`src/rtl/mips_dcache_if.sv`:
```
// Core-side load/store and flush bus of the MIPS data cache.
// Handshake: the core asserts req_valid (or flush) and holds every req_* field stable while stall=1; a request is accepted on the rising edge where req_valid=1 and stall=0.
interface mips_dcache_if;
  logic        req_valid;
  logic        req_write;
  logic [31:0] req_addr;
  logic [31:0] req_wdata;
  logic [31:0] rdata;
  logic        stall;
  logic        flush;
  logic        flush_done;

  modport master (
    output req_valid, req_write, req_addr, req_wdata, flush,
    input  rdata, stall, flush_done
  );

  modport slave (
    input  req_valid, req_write, req_addr, req_wdata, flush,
    output rdata, stall, flush_done
  );
endinterface

```
`src/rtl/mips_dcache.sv`:
```
// Direct-mapped, write-back, write-allocate data cache with one-word lines,
// a stall-based miss engine, dirty-victim writeback and a full flush sequence.
module mips_dcache #(
  parameter int NUM_LINES   = 8,
  parameter int MEM_LATENCY = 4
) (
  input  logic               clk,
  input  logic               rst_b,
  mips_dcache_if.slave       core,
  output logic [31:0]        mem_addr,
  output logic [7:0]         mem_data_in  [0:3],
  input  logic [7:0]         mem_data_out [0:3],
  output logic               mem_write_en,
  output logic [2:0]         dbg_state
);
  localparam int IDX_W = $clog2(NUM_LINES);
  localparam int TAG_W = 30 - IDX_W;
  localparam int CNT_W = (MEM_LATENCY > 1) ? $clog2(MEM_LATENCY) : 1;
  localparam logic [IDX_W-1:0] LAST_IDX = IDX_W'(NUM_LINES - 1);
  localparam logic [CNT_W-1:0] LAST_CNT = CNT_W'(MEM_LATENCY - 1);

  typedef enum logic [2:0] {
    S_IDLE       = 3'd0,
    S_WRITEBACK  = 3'd1,
    S_FILL       = 3'd2,
    S_FLUSH_SCAN = 3'd3,
    S_FLUSH_WB   = 3'd4
  } state_t;

  state_t             state, state_nx;
  logic [CNT_W-1:0]   cnt;
  logic [IDX_W-1:0]   scan_idx, scan_idx_nx;
  logic [29:0]        lat_word;
  logic [NUM_LINES-1:0] valid_q, dirty_q;
  logic [TAG_W-1:0]   tag_q  [NUM_LINES];
  logic [31:0]        data_q [NUM_LINES];

  logic [IDX_W-1:0]   req_idx, lat_idx, wb_idx;
  logic [TAG_W-1:0]   req_tag;
  logic [31:0]        wb_word, fill_word;
  logic               hit, cnt_last, store_hit, miss_start, install, clean_line;

  assign req_idx    = core.req_addr[IDX_W+1:2];
  assign req_tag    = core.req_addr[31:IDX_W+2];
  assign lat_idx    = lat_word[IDX_W-1:0];
  assign hit        = valid_q[req_idx] && (tag_q[req_idx] == req_tag);
  assign cnt_last   = (cnt == LAST_CNT);
  assign wb_idx     = (state == S_FLUSH_WB) ? scan_idx : lat_idx;
  assign wb_word    = data_q[wb_idx];
  assign fill_word  = {mem_data_out[3], mem_data_out[2], mem_data_out[1], mem_data_out[0]};
  assign dbg_state  = state;

  // A pending flush takes priority over any request presented in the same cycle.
  assign store_hit  = (state == S_IDLE) && !core.flush && core.req_valid && core.req_write && hit;
  assign miss_start = (state == S_IDLE) && !core.flush && core.req_valid && !hit;
  assign install    = (state == S_FILL) && cnt_last;
  assign clean_line = (state == S_FLUSH_WB) && cnt_last;

  always_comb begin
    state_nx        = state;
    scan_idx_nx     = scan_idx;
    core.stall      = 1'b0;
    core.flush_done = 1'b0;
    core.rdata      = '0;
    mem_addr        = '0;
    mem_write_en    = 1'b0;
    case (state)
      S_IDLE: begin
        if (core.flush) begin
          core.stall  = 1'b1;
          scan_idx_nx = '0;
          state_nx    = S_FLUSH_SCAN;
        end else if (core.req_valid) begin
          if (hit) begin
            if (!core.req_write) core.rdata = data_q[req_idx];
          end else begin
            core.stall = 1'b1;
            state_nx   = (valid_q[req_idx] && dirty_q[req_idx]) ? S_WRITEBACK : S_FILL;
          end
        end
      end
      S_WRITEBACK: begin
        core.stall   = 1'b1;
        mem_write_en = 1'b1;
        mem_addr     = {tag_q[lat_idx], lat_idx, 2'b00};
        if (cnt_last) state_nx = S_FILL;
      end
      S_FILL: begin
        core.stall = 1'b1;
        mem_addr   = {lat_word, 2'b00};
        if (cnt_last) state_nx = S_IDLE;
      end
      S_FLUSH_SCAN: begin
        core.stall = 1'b1;
        if (valid_q[scan_idx] && dirty_q[scan_idx]) begin
          state_nx = S_FLUSH_WB;
        end else if (scan_idx == LAST_IDX) begin
          core.flush_done = 1'b1;
          state_nx        = S_IDLE;
        end else begin
          scan_idx_nx = scan_idx + 1'b1;
        end
      end
      S_FLUSH_WB: begin
        core.stall   = 1'b1;
        mem_write_en = 1'b1;
        mem_addr     = {tag_q[scan_idx], scan_idx, 2'b00};
        if (cnt_last) begin
          // A writeback of the final line ends the flush directly, so every line is scanned once.
          if (scan_idx == LAST_IDX) begin
            core.flush_done = 1'b1;
            state_nx        = S_IDLE;
          end else begin
            scan_idx_nx = scan_idx + 1'b1;
            state_nx    = S_FLUSH_SCAN;
          end
        end
      end
      default: state_nx = S_IDLE;
    endcase
    for (int k = 0; k < 4; k++) begin
      mem_data_in[k] = mem_write_en ? wb_word[8*k +: 8] : 8'h00;
    end
  end

  always_ff @(posedge clk or negedge rst_b) begin
    if (!rst_b) begin
      state    <= S_IDLE;
      cnt      <= '0;
      scan_idx <= '0;
      lat_word <= '0;
      valid_q  <= '0;
      dirty_q  <= '0;
    end else begin
      state    <= state_nx;
      scan_idx <= scan_idx_nx;
      if (state_nx != state) cnt <= '0;
      else if (state == S_WRITEBACK || state == S_FILL || state == S_FLUSH_WB) cnt <= cnt + 1'b1;
      if (miss_start) lat_word <= core.req_addr[31:2];
      if (store_hit) dirty_q[req_idx] <= 1'b1;
      if (install) begin
        valid_q[lat_idx] <= 1'b1;
        dirty_q[lat_idx] <= 1'b0;
      end
      if (clean_line) dirty_q[scan_idx] <= 1'b0;
    end
  end

  // Line payload needs no reset: valid_q gates every use of it.
  always_ff @(posedge clk) begin
    if (store_hit) data_q[req_idx] <= core.req_wdata;
    if (install) begin
      data_q[lat_idx] <= fill_word;
      tag_q[lat_idx]  <= lat_word[29:IDX_W];
    end
  end
endmodule

```
`src/flat_wrapper.sv`:
```
// flat-port wrapper written by rule: the top's interface ports become plain ports
module mips_dcache_flat 
#(
  parameter int NUM_LINES   = 8,
  parameter int MEM_LATENCY = 4
)
  (clk, rst_b, mem_addr, mem_data_in, mem_data_out, mem_write_en, dbg_state, core_req_valid, core_req_write, core_req_addr, core_req_wdata, core_flush, core_rdata, core_stall, core_flush_done);
  mips_dcache_if core_i ();
  input  logic clk;
  input  logic rst_b;
  output logic [31:0] mem_addr;
  output logic [7:0] mem_data_in[0:3];
  input  logic [7:0] mem_data_out[0:3];
  output logic mem_write_en;
  output logic [2:0] dbg_state;
  input wire logic [$bits(core_i.req_valid)-1:0] core_req_valid;
  input wire logic [$bits(core_i.req_write)-1:0] core_req_write;
  input wire logic [$bits(core_i.req_addr)-1:0] core_req_addr;
  input wire logic [$bits(core_i.req_wdata)-1:0] core_req_wdata;
  input wire logic [$bits(core_i.flush)-1:0] core_flush;
  output wire logic [$bits(core_i.rdata)-1:0] core_rdata;
  output wire logic [$bits(core_i.stall)-1:0] core_stall;
  output wire logic [$bits(core_i.flush_done)-1:0] core_flush_done;
  assign core_i.req_valid = core_req_valid;
  assign core_i.req_write = core_req_write;
  assign core_i.req_addr = core_req_addr;
  assign core_i.req_wdata = core_req_wdata;
  assign core_i.flush = core_flush;
  assign core_rdata = core_i.rdata;
  assign core_stall = core_i.stall;
  assign core_flush_done = core_i.flush_done;
  mips_dcache #(.NUM_LINES(NUM_LINES), .MEM_LATENCY(MEM_LATENCY)) u_core (.clk(clk), .rst_b(rst_b), .core(core_i), .mem_addr(mem_addr), .mem_data_in(mem_data_in), .mem_data_out(mem_data_out), .mem_write_en(mem_write_en), .dbg_state(dbg_state));
endmodule
```
`config.mk`:
```
export PLATFORM = sky130hd
export DESIGN_NAME = mips_dcache_flat
export DESIGN_NICKNAME = d
export VERILOG_FILES = /design/src/rtl/mips_dcache_if.sv /design/src/rtl/mips_dcache.sv /design/src/flat_wrapper.sv
export SDC_FILE = /design/constraint.sdc
export NUM_CORES = 1
export LEC_CHECK = 0
export BUFFER_PORTS_ARGS = -buffer_cell sky130_fd_sc_hd__clkbuf_2
export CORE_MARGIN = 1.5
export CORE_UTILIZATION = 45
export DETAILED_ROUTE_END_ITERATION = 16
export HOLD_SLACK_MARGIN = 0.02
export REMOVE_ABC_BUFFERS = 1
export SYNTH_ARGS = -nofsm -noshare
export SYNTH_HDL_FRONTEND = slang
export SYNTH_SLANG_ARGS = --single-unit
```
`constraint.sdc`:
```
create_clock -name clk -period 5.1 [get_ports clk]
set_input_delay 0.51 -clock clk [delete_from_list [all_inputs] [get_ports clk]]
set_output_delay 0.51 -clock clk [all_outputs]
set_load 0.02 [all_outputs]
```
==> results of run 1 <==
[cell families after synthesis]
group | after synthesis | share of synthesized area [%]
XOR/XNOR | 22 | 0.720
multiplexers | 386 | 24.9
AO/OA/AOI/OAI | 305 | 7.68
flip-flops | 526 | 58.0
adder cells (fa/ha/maj) | 3 | 0.140
buffers and inverters | 158 | 2.66
other | 1 | 0.0140
AND/OR/NAND/NOR | 356 | 5.88
[state kept, by name, indices dropped and copies added, names as in the netlist]
| name | flops |
|---|---|
| u_core.data_q | 256 |
| u_core.tag_q | 216 |
| u_core.lat_word | 30 |
| u_core.dirty_q | 8 |
| u_core.valid_q | 8 |
| u_core.dbg_state | 3 |
| u_core.scan_idx | 3 |
| u_core.cnt | 2 |
[stage by stage]
stage	power (mW)	hold slack [ps]
final	14.5	24.0
after CTS	14.6	25.4
after global placement	10.5	471
after detailed placement	10.6	478
after floorplan	9.13	214
after global routing	15.1	59.5
[power by group]
part | total (mW) | internal, mW | switching, mW
registers | 5.85 | 5.17 | 0.675
logic | 4.63 | 2.12 | 2.51
clock network | 3.99 | 2.30 | 1.69
total | 14.5 | 9.59 | 4.87
[path summary, 6_finish.rpt]
check                                              start                              end
min in group clk                       core_req_addr[12]  u_core.lat_word[10]$_DFFE_PN0P_
hold / removal                                     rst_b   u_core.lat_word[9]$_DFFE_PN0P_
setup / recovery            u_core.tag_q[3][3]$_DFFE_PP_                   core_rdata[24]
max in group asynchronous                          rst_b   u_core.lat_word[0]$_DFFE_PN0P_
setup reg to reg            u_core.tag_q[3][3]$_DFFE_PP_   u_core.data_q[7][28]$_DFFE_PP_
hold reg to reg            u_core.valid_q[1]$_DFFE_PN0P_    u_core.valid_q[1]$_DFFE_PN0P_
[worst register-to-register path, cell delays in order, from the launching register on]
cell	delay (ps)
edfxtp_1	430
mux4_1	530
mux2i_1	190
xor2_1	300
o2111ai_1	170
nor4_1	520
nand4_1	320
buf_4	290
or2_1	290
o21ai_4	160
buf_12	280
[metal layers]
metal | vias to the layer above | part of all wire, %
met3 | 153 | 7.1
li1 | 7489 | -
met2 | 811 | 51
met5 | - | 0.013
met4 | 2 | 2.9
met1 | 9048 | 39
[cell type report]
cell class              count  area, µm²  share of cell area (%)
inverters                  14       52.6                   0.171
diodes                      3       7.51                  0.0245
repair buffers            266       1680                    5.46
clock inverters            34        365                    1.19
flip-flops and latches    526      15500                    50.6
clock buffers              66       1430                    4.65
well taps                 773        967                    3.15
multi-input cells        1074      10600                    34.7
[layout by cell type (no fill, tap or decap), drive strengths merged, types with 5 or more instances in the layout]
cell type	n
edfxtp	472
clkbuf	260
mux4	219
nand2	199
mux2i	120
a21oi	77
buf	72
nor2	71
dfrtp	54
a22oi	52
mux2	47
o21ai	46
a221oi	36
a31oi	29
a22o	28
clkinv	26
xor2	19
inv	15
nand3	12
nor2b	12
nand2b	11
nor3	11
nand4	9
and2	8
bufinv	6
a21o	5
==> reports/results.txt, run 1 <==
Reg clk slew, reported paths: 60 ps
chip width: 247 µm
gr ovfl total: 0
Max transition margin: 26.6%
Worst Setup Path Type: reg2out
# hold bufs at CTS: 0
met3 Track Usage GR: 3.70%
RSZ-0062 raised after global routing: false
CTS tree: yes
worst slew pin tran: 1100 ps
clk_lat worst skew: 640 ps
final WL: 78.2 mm
r2r worst-path depth: 10
routing usage on met1: 34.1%
layout cells sized above 1: 32.5%
worst endpoint required time: 4590 ps
initial DRC count: 1518
slowest stage delay, CP: 530 ps
Ports: 203
max frequency: 209 MHz
Most Used Layer, Global Route: met2
syn avg cell area: 15.2 µm²
routability-driven placement congestion ratio: 0.836
Pins Over Slew Limit: 0
Final Skew: 52.0 ps
Synth cell types: 64
Synth area leader: edfxtp_1
count leader, synth: edfxtp_1
P_leak: 10.8 nW
HPWL after detailed placement: 45.8 mm
dominant synthesized flop cell: edfxtp_1
Area Overhead vs Synth: 14.6%
Placed Instances: 2653
Critical Path Stages: 10
Root Driver: clkbuf_16
Wirelength per Cell: 28.4 µm
crit-path max FO: 20
post-synth design cell area: 26800 µm²
Die Height: 247 µm
Worst Hold Class: in2async
number of vias per cell: 6.35
pin count of the biggest net entering global routing: 65
Layout Utilization: 52.1%
vias in the first global route: 17628
post-route insts no fill: 2756
H-Tree Level Count: 2
CP Cell Sequence: mux4_1 > mux2i_1 > xor2_1 > o2111ai_1 > nor4_1 > nand4_1 > nand2b_4 > buf_4 > a31oi_1 > clkbuf_2
Yosys warnings: 0
Critical Path Sink Type: primary output
pre-CTS setup slack: 345 ps
fin area: 30700 µm²
final setup fails: 0
instance area at placement: 28900 µm²
GRT Overall Usage: 25.8%
row cnt: 89
initial antenna violation count: 1
first-pass GRT wire length: 115 mm
WP data arrival: 4280 ps
Layout fillers: 4832
PD cells: 471 nW/µm²
Critical path buffers and inverters: 2
fin worst setup slack: 308 ps
minimum clock period: 4790 ps
die area: 61000 µm²
count of final hold-check violations: 0
Antenna Nets Post-Route: 0
status: complete, no violations
EDFF count, synth: 472
CP top delay family: simple AND/OR/NAND/NOR gates
total number of clock tree sinks: 526
max cap viols: 0
Final nets: 2040
Synth area leaders: edfxtp_1, mux4_2, dfrtp_1
DRC Markers: 0
clock buffer depth: 3
post-synthesis register bit count: 526
post-CTS sizing: 0
total core area: 58900 µm²
Setup crit start kind: flop
detailed-route via count: 17503
part of the Yosys area used for sequential elements: 58.0%
maximum VDD drop: 0.000334 V
Post-synth top cells: edfxtp_1, mux4_2, nand2_1
post-route setup TNS: 0 ps
Pre-antenna DRT Iters: 7
final worst path period share: 94.0%
r2r setup slk: 1220 ps
CTS Buf Count: 54
Syn Inst Count: 1757
CP max stage cell: mux4_1
Synth top area share: 52.9%
starting density of the core: 45.4%
Async S/R FF share, synth: 10.3%
Setup Fix Bufs, Post-CTS: 0
port bufs: 198
GR Util met2: 43.8%
Note: power is estimated with default switching activity, not from simulation.
==> run 2: changes to the inputs <==
--- a/config.mk
+++ b/config.mk
@@ -5,11 +5,13 @@
 export SDC_FILE = /design/constraint.sdc
 export NUM_CORES = 1
 export LEC_CHECK = 0
+export ABC_AREA = 1
 export BUFFER_PORTS_ARGS = -buffer_cell sky130_fd_sc_hd__clkbuf_2
 export CORE_MARGIN = 1.5
 export CORE_UTILIZATION = 45
 export DETAILED_ROUTE_END_ITERATION = 16
 export HOLD_SLACK_MARGIN = 0.02
+export PLACE_DENSITY = 0.68
 export REMOVE_ABC_BUFFERS = 1
 export SYNTH_ARGS = -nofsm -noshare
 export SYNTH_HDL_FRONTEND = slang
==> reports/results.txt, run 2 <==
highest routed layer: met5 (unchanged)
vias in the first global route: 21904 (was 17628)
Syn Inst Count: 3114 (was 1757)
Final Skew: 47.5 ps (was 52.0 ps)
Synth cell types: 52 (was 64)
maximum VDD drop: 0.000346 V (was 0.000334 V)
final worst path period share: 90.7% (was 94.0%)
CP top delay family: simple AND/OR/NAND/NOR gates (unchanged)
Largest Register: u_core.data_q (unchanged)
post-route insts no fill: 4071 (was 2756)
Area Overhead vs Synth: 13.6% (was 14.6%)
routability-driven placement congestion ratio: 0.857 (was 0.836)
Wirelength per Cell: 21.3 µm (was 28.4 µm)
Fin Hold WS: 141 ps (was 24.0 ps)
final setup fails: 0 (unchanged)
Critical Path Start: core_req_addr[3] (was u_core.tag_q[3][3]$_DFFE_PP_)
Async S/R FF share, synth: 10.3% (unchanged)
Layout fillers: 5508 (was 4832)
dominant synthesized flop cell: edfxtp_1 (unchanged)
gr ovfl total: 0 (unchanged)
Root Driver: clkbuf_16 (unchanged)
DRC Markers: 0 (unchanged)
syn avg cell area: 8.93 µm² (was 15.2 µm²)
fin area: 31600 µm² (was 30700 µm²)
initial antenna violation count: 5 (was 1)
Most Frequent Cell on Critical Path: nand2_1
Synth area leader: edfxtp_1 (unchanged)
Largest regs: u_core.data_q x256, u_core.tag_q x216, u_core.lat_word x30 (unchanged)
switching pwr: 5.49 mW (was 4.87 mW)
Clock power frac: 28.2% (was 27.6%)
slowest stage delay, CP: 630 ps (was 530 ps)
die area: 63300 µm² (was 61000 µm²)
post-route setup TNS: 0 ps (unchanged)
internal power: 8.74 mW (was 9.59 mW)
pin count of the biggest net entering global routing: 143 (was 65)
Worst Setup Path Type: in2out (was reg2out)
status: complete, no violations (unchanged)
HP Start: core_req_addr[13]
Pre-antenna DRT Iters: 6 (was 7)
max frequency: 216 MHz (was 209 MHz)
initial DRC count: 2562 (was 1518)
RSZ-0062 raised after global routing: false (unchanged)
Final nets: 3344 (was 2040)
starting density of the core: 45.8% (was 45.4%)
CP max stage cell: or3_2 (was mux4_1)
chip width: 252 µm (was 247 µm)
Die Height: 252 µm (was 247 µm)
Multi-input gate area: 10300 µm² (was 10600 µm²)
met3 wire length: 9.08 mm (was 5.59 mm)
number of flip-flops in the largest register: 256 (unchanged)
worst slew pin tran: 1160 ps (was 1100 ps)
clk_lat worst skew: 640 ps (about the same)
post-synth design cell area: 27800 µm² (was 26800 µm²)
Register Area: 15500 µm² (about the same)
row cnt: 90 (was 89)
CTS tree: yes (unchanged)
port bufs: 198 (unchanged)
crit-path max FO: 25 (was 20)
Seq pwr share: 39.2% (was 40.4%)
Layout Utilization: 52.1% (about the same)
Ports: 203 (unchanged)
instance area at placement: 29800 µm² (was 28900 µm²)
Setup crit start kind: input pin (was flop)
Post-synth top cells: nand2_1, edfxtp_1, o21ai_0 (was edfxtp_1, mux4_2, nand2_1)
number of vias per cell: 5.86 (was 6.35)
Logic pwr share: 32.6% (was 32.0%)
wl on met1: 33.9 mm (was 30.8 mm)
clock buffer depth: 3 (unchanged)
H-Tree Level Count: 2 (unchanged)
RR Startpoint: u_core.lat_word[0]$_DFFE_PN0P_ (was u_core.tag_q[3][3]$_DFFE_PP_)
total core area: 60700 µm² (was 58900 µm²)
minimum clock period: 4630 ps (was 4790 ps)
total number of clock tree sinks: 526 (unchanged)
Reg clk slew, reported paths: 60 ps (about the same)
Placed Instances: 3964 (was 2653)
Worst Hold Class: in2reg (was in2async)
Synth top area share: 51.0% (was 52.9%)
count of final hold-check violations: 0 (unchanged)
Max transition margin: 22.5% (was 26.6%)
CP Cell Sequence: clkbuf_2 > nand2_4 > inv_2 > o211ai_1 > nand2_1 > o21ai_0 > nand2_1 > nand2_1 > nor2_1 > nand2_1 > nor2_1 > nand2_1 > or3_2 > buf_12 > a21oi_1 > clkbuf_2 (was mux4_1 > mux2i_1 > xor2_1 > o2111ai_1 > nor4_1 > nand4_1 > nand2b_4 > buf_4 > a31oi_1 > clkbuf_2)
EDFF count, synth: 472 (unchanged)
final WL: 86.8 mm (was 78.2 mm)
Critical Path Sink Type: primary output (unchanged)
met2 wire length: 40.3 mm (was 39.5 mm)
PD cells: 450 nW/µm² (was 471 nW/µm²)
max cap viols: 0 (unchanged)
Critical path buffers and inverters: 4 (was 2)
detailed-route via count: 23869 (was 17503)
sw frac: 38.6% (was 33.7%)
part of the Yosys area used for sequential elements: 55.8% (was 58.0%)
post-synthesis register bit count: 526 (unchanged)
Yosys warnings: 0 (unchanged)
count leader, synth: nand2_1 (was edfxtp_1)
WP data arrival: 4120 ps (was 4280 ps)
GRT Overall Usage: 26.9% (was 25.8%)
layout cells sized above 1: 13.3% (was 32.5%)
Antenna Nets Post-Route: 0 (unchanged)
HPWL after detailed placement: 51.2 mm (was 45.8 mm)
CTS Buf Count: 55 (was 54)
post-CTS sizing: 0 (unchanged)
commonest non-fill, non-tap cell in the layout: nand2_1 (was edfxtp_1)
Pins Over Slew Limit: 0 (unchanged)
Synth area leaders: edfxtp_1, nand2_1, o21ai_0 (was edfxtp_1, mux4_2, dfrtp_1)
commonest non-fill, non-tap cells in the layout: nand2_1, edfxtp_1, o21ai_0, inv_1, nor2_1 (was edfxtp_1, mux4_2, nand2_1, clkbuf_2, mux2i_1)
first-pass GRT wire length: 130 mm (was 115 mm)
worst endpoint required time: 4590 ps (about the same)
P_leak: 12.6 nW (was 10.8 nW)
==> run 2: changes by cell type in the layout (fill, tap and decap cells not counted), moves of 28 or more <==
cell,before,now
nand2_1,196,667
o21ai_0,43,468
inv_1,14,322
mux4_2,217,0
nor2_1,69,255
mux2i_1,117,1
a21oi_1,77,182
nand3_1,12,89
o211ai_1,4,76
o22ai_1,4,53
mux2_2,47,0
a22oi_1,52,24
==> run 2: cells by family (layout without fill, tap and decap cells) <==
kind of cell,Yosys count,count (layout),synth area share (%)
AOI/OAI and AO/OA,958,958,20.6
xor gates and xnor gates,1,1,0.0315
adders and majority gates,3,3,0.135
buffers and inverters,541,713,7.89
DFF,526,526,55.8
muxes,1,1,0.0360
other,1,4,0.0135
and+or+nand+nor,1083,1083,15.5
==> run 2: worst paths after layout <==
| kind | endpoint | slack, ps | depth (start not counted) |
|---|---|---|---|
| worst min register to register | u_core.valid_q[6]$_DFFE_PN0P_ | 480 | 2 |
| max in group asynchronous | u_core.scan_idx[0]$_DFFE_PN0P_ | 3510 | 3 |
| worst max register to register | u_core.tag_q[7][15]$_DFFE_PP_ | 1330 | 6 |
| worst max-delay path | core_rdata[23] | 470 | 16 |
| worst min-delay path | u_core.lat_word[11]$_DFFE_PN0P_ | 140 | 3 |
| min in group asynchronous | u_core.lat_word[23]$_DFFE_PN0P_ | 550 | 2 |
==> run 2: worst reg2reg max path: stages (launching register included) <==
cell and delay (ps):
dfrtp_4 1180, clkinv_2 220, buf_4 500, nor2_1 270, inv_1 240, nor2_4 560, buf_4 440
==> run 2: cell type report <==
type	instances	share of cell area (%)
diodes	2	0.0158
clock buffers	79	4.86
clock inverters	25	0.927
inverters	332	3.98
multi-input cells	2048	32.7
flip-flops and latches	526	49.2
well taps	782	3.10
repair buffers	277	5.31
==> run 2: power by group through the flow <==
stage	combinational, mW	sequential [mW]	clock, mW
after detailed placement	4.54	5.65	0
after global routing	5.03	5.62	4.22
after global placement	4.50	5.65	0
after floorplan	2.77	5.52	0
after CTS	4.56	5.56	4.06
final	4.64	5.58	4.01
==> run 2: timing repair <==
| item | 4_1_cts | 5_1_grt |
|---|---|---|
| hold buffers | 1 | 0 |
| hold endpoints to repair | 2 | 0 |
| buffers inserted | 0 | 0 |
==> run 2: metrics by stage <==
step,power [mW],setup slack (ps)
4_1_cts,14.2,582
5_1_grt,14.9,251
2_1_floorplan,8.29,-5700
3_3_place_gp,10.1,583
3_5_place_dp,10.2,612
6_report,14.2,473
==> run 2: layer usage <==
layer / GRT usage (%) / vias to the layer above
li1: - / 11093
met1: 35.3 / 11203
met2: 43.4 / 1333
met3: 5.15 / 234
met4: 11.8 / 6
met5: 0 / -
==> run 3: changes to the inputs <==
--- a/config.mk
+++ b/config.mk
@@ -11,7 +11,6 @@
 export CORE_UTILIZATION = 45
 export DETAILED_ROUTE_END_ITERATION = 16
 export HOLD_SLACK_MARGIN = 0.02
-export PLACE_DENSITY = 0.68
 export REMOVE_ABC_BUFFERS = 1
 export SYNTH_ARGS = -nofsm -noshare
 export SYNTH_HDL_FRONTEND = slang
==> reports/results.txt, run 3 (same netlist as run 2, synthesis figures left out) <==
port bufs: 198 (unchanged)
commonest non-fill, non-tap cell in the layout: nand2_1 (unchanged)
DRC Markers: 0 (unchanged)
r2r setup slk: 1490 ps (was 1330 ps)
Largest regs: u_core.data_q x256, u_core.tag_q x216, u_core.lat_word x30 (unchanged)
Final Skew: 23.4 ps (was 47.5 ps)
total core area: 60700 µm² (unchanged)
routability-driven placement congestion ratio: 0.862 (was 0.857)
Worst Hold Class: in2reg (unchanged)
starting density of the core: 45.8% (unchanged)
chip width: 252 µm (unchanged)
Setup Fix Bufs, Post-CTS: 0 (unchanged)
r2r worst-path depth: 15 (was 6)
H-Tree Level Count: 2 (unchanged)
detailed-route via count: 24324 (was 23869)
minimum clock period: 4710 ps (was 4630 ps)
Pre-antenna DRT Iters: 7 (was 6)
worst endpoint required time: 4590 ps (about the same)
Pins Over Slew Limit: 0 (unchanged)
commonest non-fill, non-tap cells in the layout: nand2_1, edfxtp_1, o21ai_0, inv_1, nor2_1 (unchanged)
Fin Hold WS: 118 ps (was 141 ps)
crit-path max FO: 65 (was 25)
r2r endpoint: u_core.cnt[0]$_DFFE_PN0P_ (was u_core.tag_q[7][15]$_DFFE_PP_)
Antenna Nets Post-Route: 0 (unchanged)
Worst Hold Path EP: u_core.lat_word[18]$_DFFE_PN0P_ (was u_core.lat_word[11]$_DFFE_PN0P_)
Final nets: 3342 (was 3344)
number of vias per cell: 5.98 (was 5.86)
Pwr Total: 14.5 mW (was 14.2 mW)
P_leak: 12.6 nW (about the same)
final worst path period share: 92.3% (was 90.7%)
RSZ-0062 raised after global routing: false (unchanged)
worst slew pin tran: 1240 ps (was 1160 ps)
GRT Overall Usage: 28.4% (was 26.9%)
PD cells: 457 nW/µm² (was 450 nW/µm²)
Setup crit start kind: input pin (unchanged)
HPWL after detailed placement: 54.5 mm (was 51.2 mm)
HP Start: core_req_addr[20] (was core_req_addr[13])
Root Driver: clkbuf_16 (unchanged)
post-CTS sizing: 0 (unchanged)
CTS Buf Count: 57 (was 55)
number of flip-flops in the largest register: 256 (unchanged)
row cnt: 90 (unchanged)
RR Startpoint: u_core.scan_idx[0]$_DFFE_PN0P_ (was u_core.lat_word[0]$_DFFE_PN0P_)
final WL: 91.8 mm (was 86.8 mm)
WP data arrival: 4200 ps (was 4120 ps)
Reg clk slew, reported paths: 60 ps (about the same)
Wirelength per Cell: 22.6 µm (was 21.3 µm)
Die Height: 252 µm (unchanged)
clock buffer depth: 3 (unchanged)
Area Overhead vs Synth: 13.9% (was 13.6%)
status: complete, no violations (unchanged)
max cap viols: 0 (unchanged)
Critical Path Sink Type: primary output (unchanged)
count of final hold-check violations: 0 (unchanged)
clk_lat worst skew: 630 ps (was 640 ps)
Max transition margin: 16.8% (was 22.5%)
initial DRC count: 2842 (was 2562)
die area: 63300 µm² (unchanged)
# hold bufs at CTS: 1 (unchanged)
first-pass GRT wire length: 137 mm (was 130 mm)
CTS tree: yes (unchanged)
Worst Setup Path Type: in2out (unchanged)
final setup fails: 0 (unchanged)
gr ovfl total: 0 (unchanged)
Largest Register: u_core.data_q (unchanged)
total number of clock tree sinks: 526 (unchanged)
maximum VDD drop: 0.000373 V (was 0.000346 V)
hold path cells: 3 (unchanged)
initial antenna violation count: 2 (was 5)
max frequency: 212 MHz (was 216 MHz)
layout cells sized above 1: 13.4% (was 13.3%)
vias in the first global route: 23196 (was 21904)
Ports: 203 (unchanged)
pin count of the biggest net entering global routing: 107 (was 143)
[run 3: routing by layer]
layer	share of wire, %	track usage, %	vias up
li1	-	-	11098
met1	41	38.6	11573
met2	46	45.9	1427
met3	9.8	4.01	224
met4	3.6	12.0	2
met5	0.015	0	-
[run 3: cell type report]
cell class / count / area [µm²]
Fill cell: 5387 / 29000
Sequential cell: 526 / 15500
Multi-Input combinational cell: 2048 / 10300
Timing Repair Buffer: 273 / 1680
Clock buffer: 68 / 1490
Inverter: 332 / 1250
Tap cell: 782 / 978
Clock inverter: 40 / 435
Antenna cell: 1 / 2.50
[run 3: worst max path at each step]
stage | startpoint | endpoint | slack, ps | depth (start not counted)
2_1_floorplan | u_core.scan_idx[0]$_DFFE_PN0P_ | mem_data_in[8] | -5700 | 8
3_3_place_gp | core_req_addr[2] | core_rdata[28] | 490 | 18
3_5_place_dp | core_req_addr[2] | core_rdata[28] | 540 | 18
4_1_cts | core_req_addr[2] | core_rdata[28] | 530 | 18
5_1_grt | core_req_addr[2] | core_rdata[31] | 260 | 18
6_report | core_req_addr[2] | core_rdata[31] | 390 | 18
[run 3: power breakdown]
group | total [mW] | switching (mW) | internal (mW)
Combinational | 4.82 | 3.51 | 1.30
Clock | 4.22 | 1.77 | 2.45
Sequential | 5.46 | 0.336 | 5.12
[run 3: worst max-delay path: stages]
cell      delay, ps
buf_4           210
inv_2            90
buf_4           590
nand2_1         140
nand3_1         120
nand2_1          70
nor2_1           90
nor2_1           40
nor2_1          240
nand2_1          80
nor2_1          100
nand2_1          60
nor2_1          250
nand2_1         210
or3_2           480
buf_12          210
a21oi_1         300
clkbuf_2        240
[run 3: per-stage QoR]
step	setup slack (ps)	util [%]	instance area [µm²]	instances	setup TNS [ps]
after detailed placement	540	49.0	29700	3960	0
after floorplan	-5700	-	26900	2906	-272690
after global routing	259	52.2	31700	4070	0
after CTS	534	52.2	31700	4069	0
final	394	52.2	31700	4070	0
after global placement	489	49.0	29700	3960	0
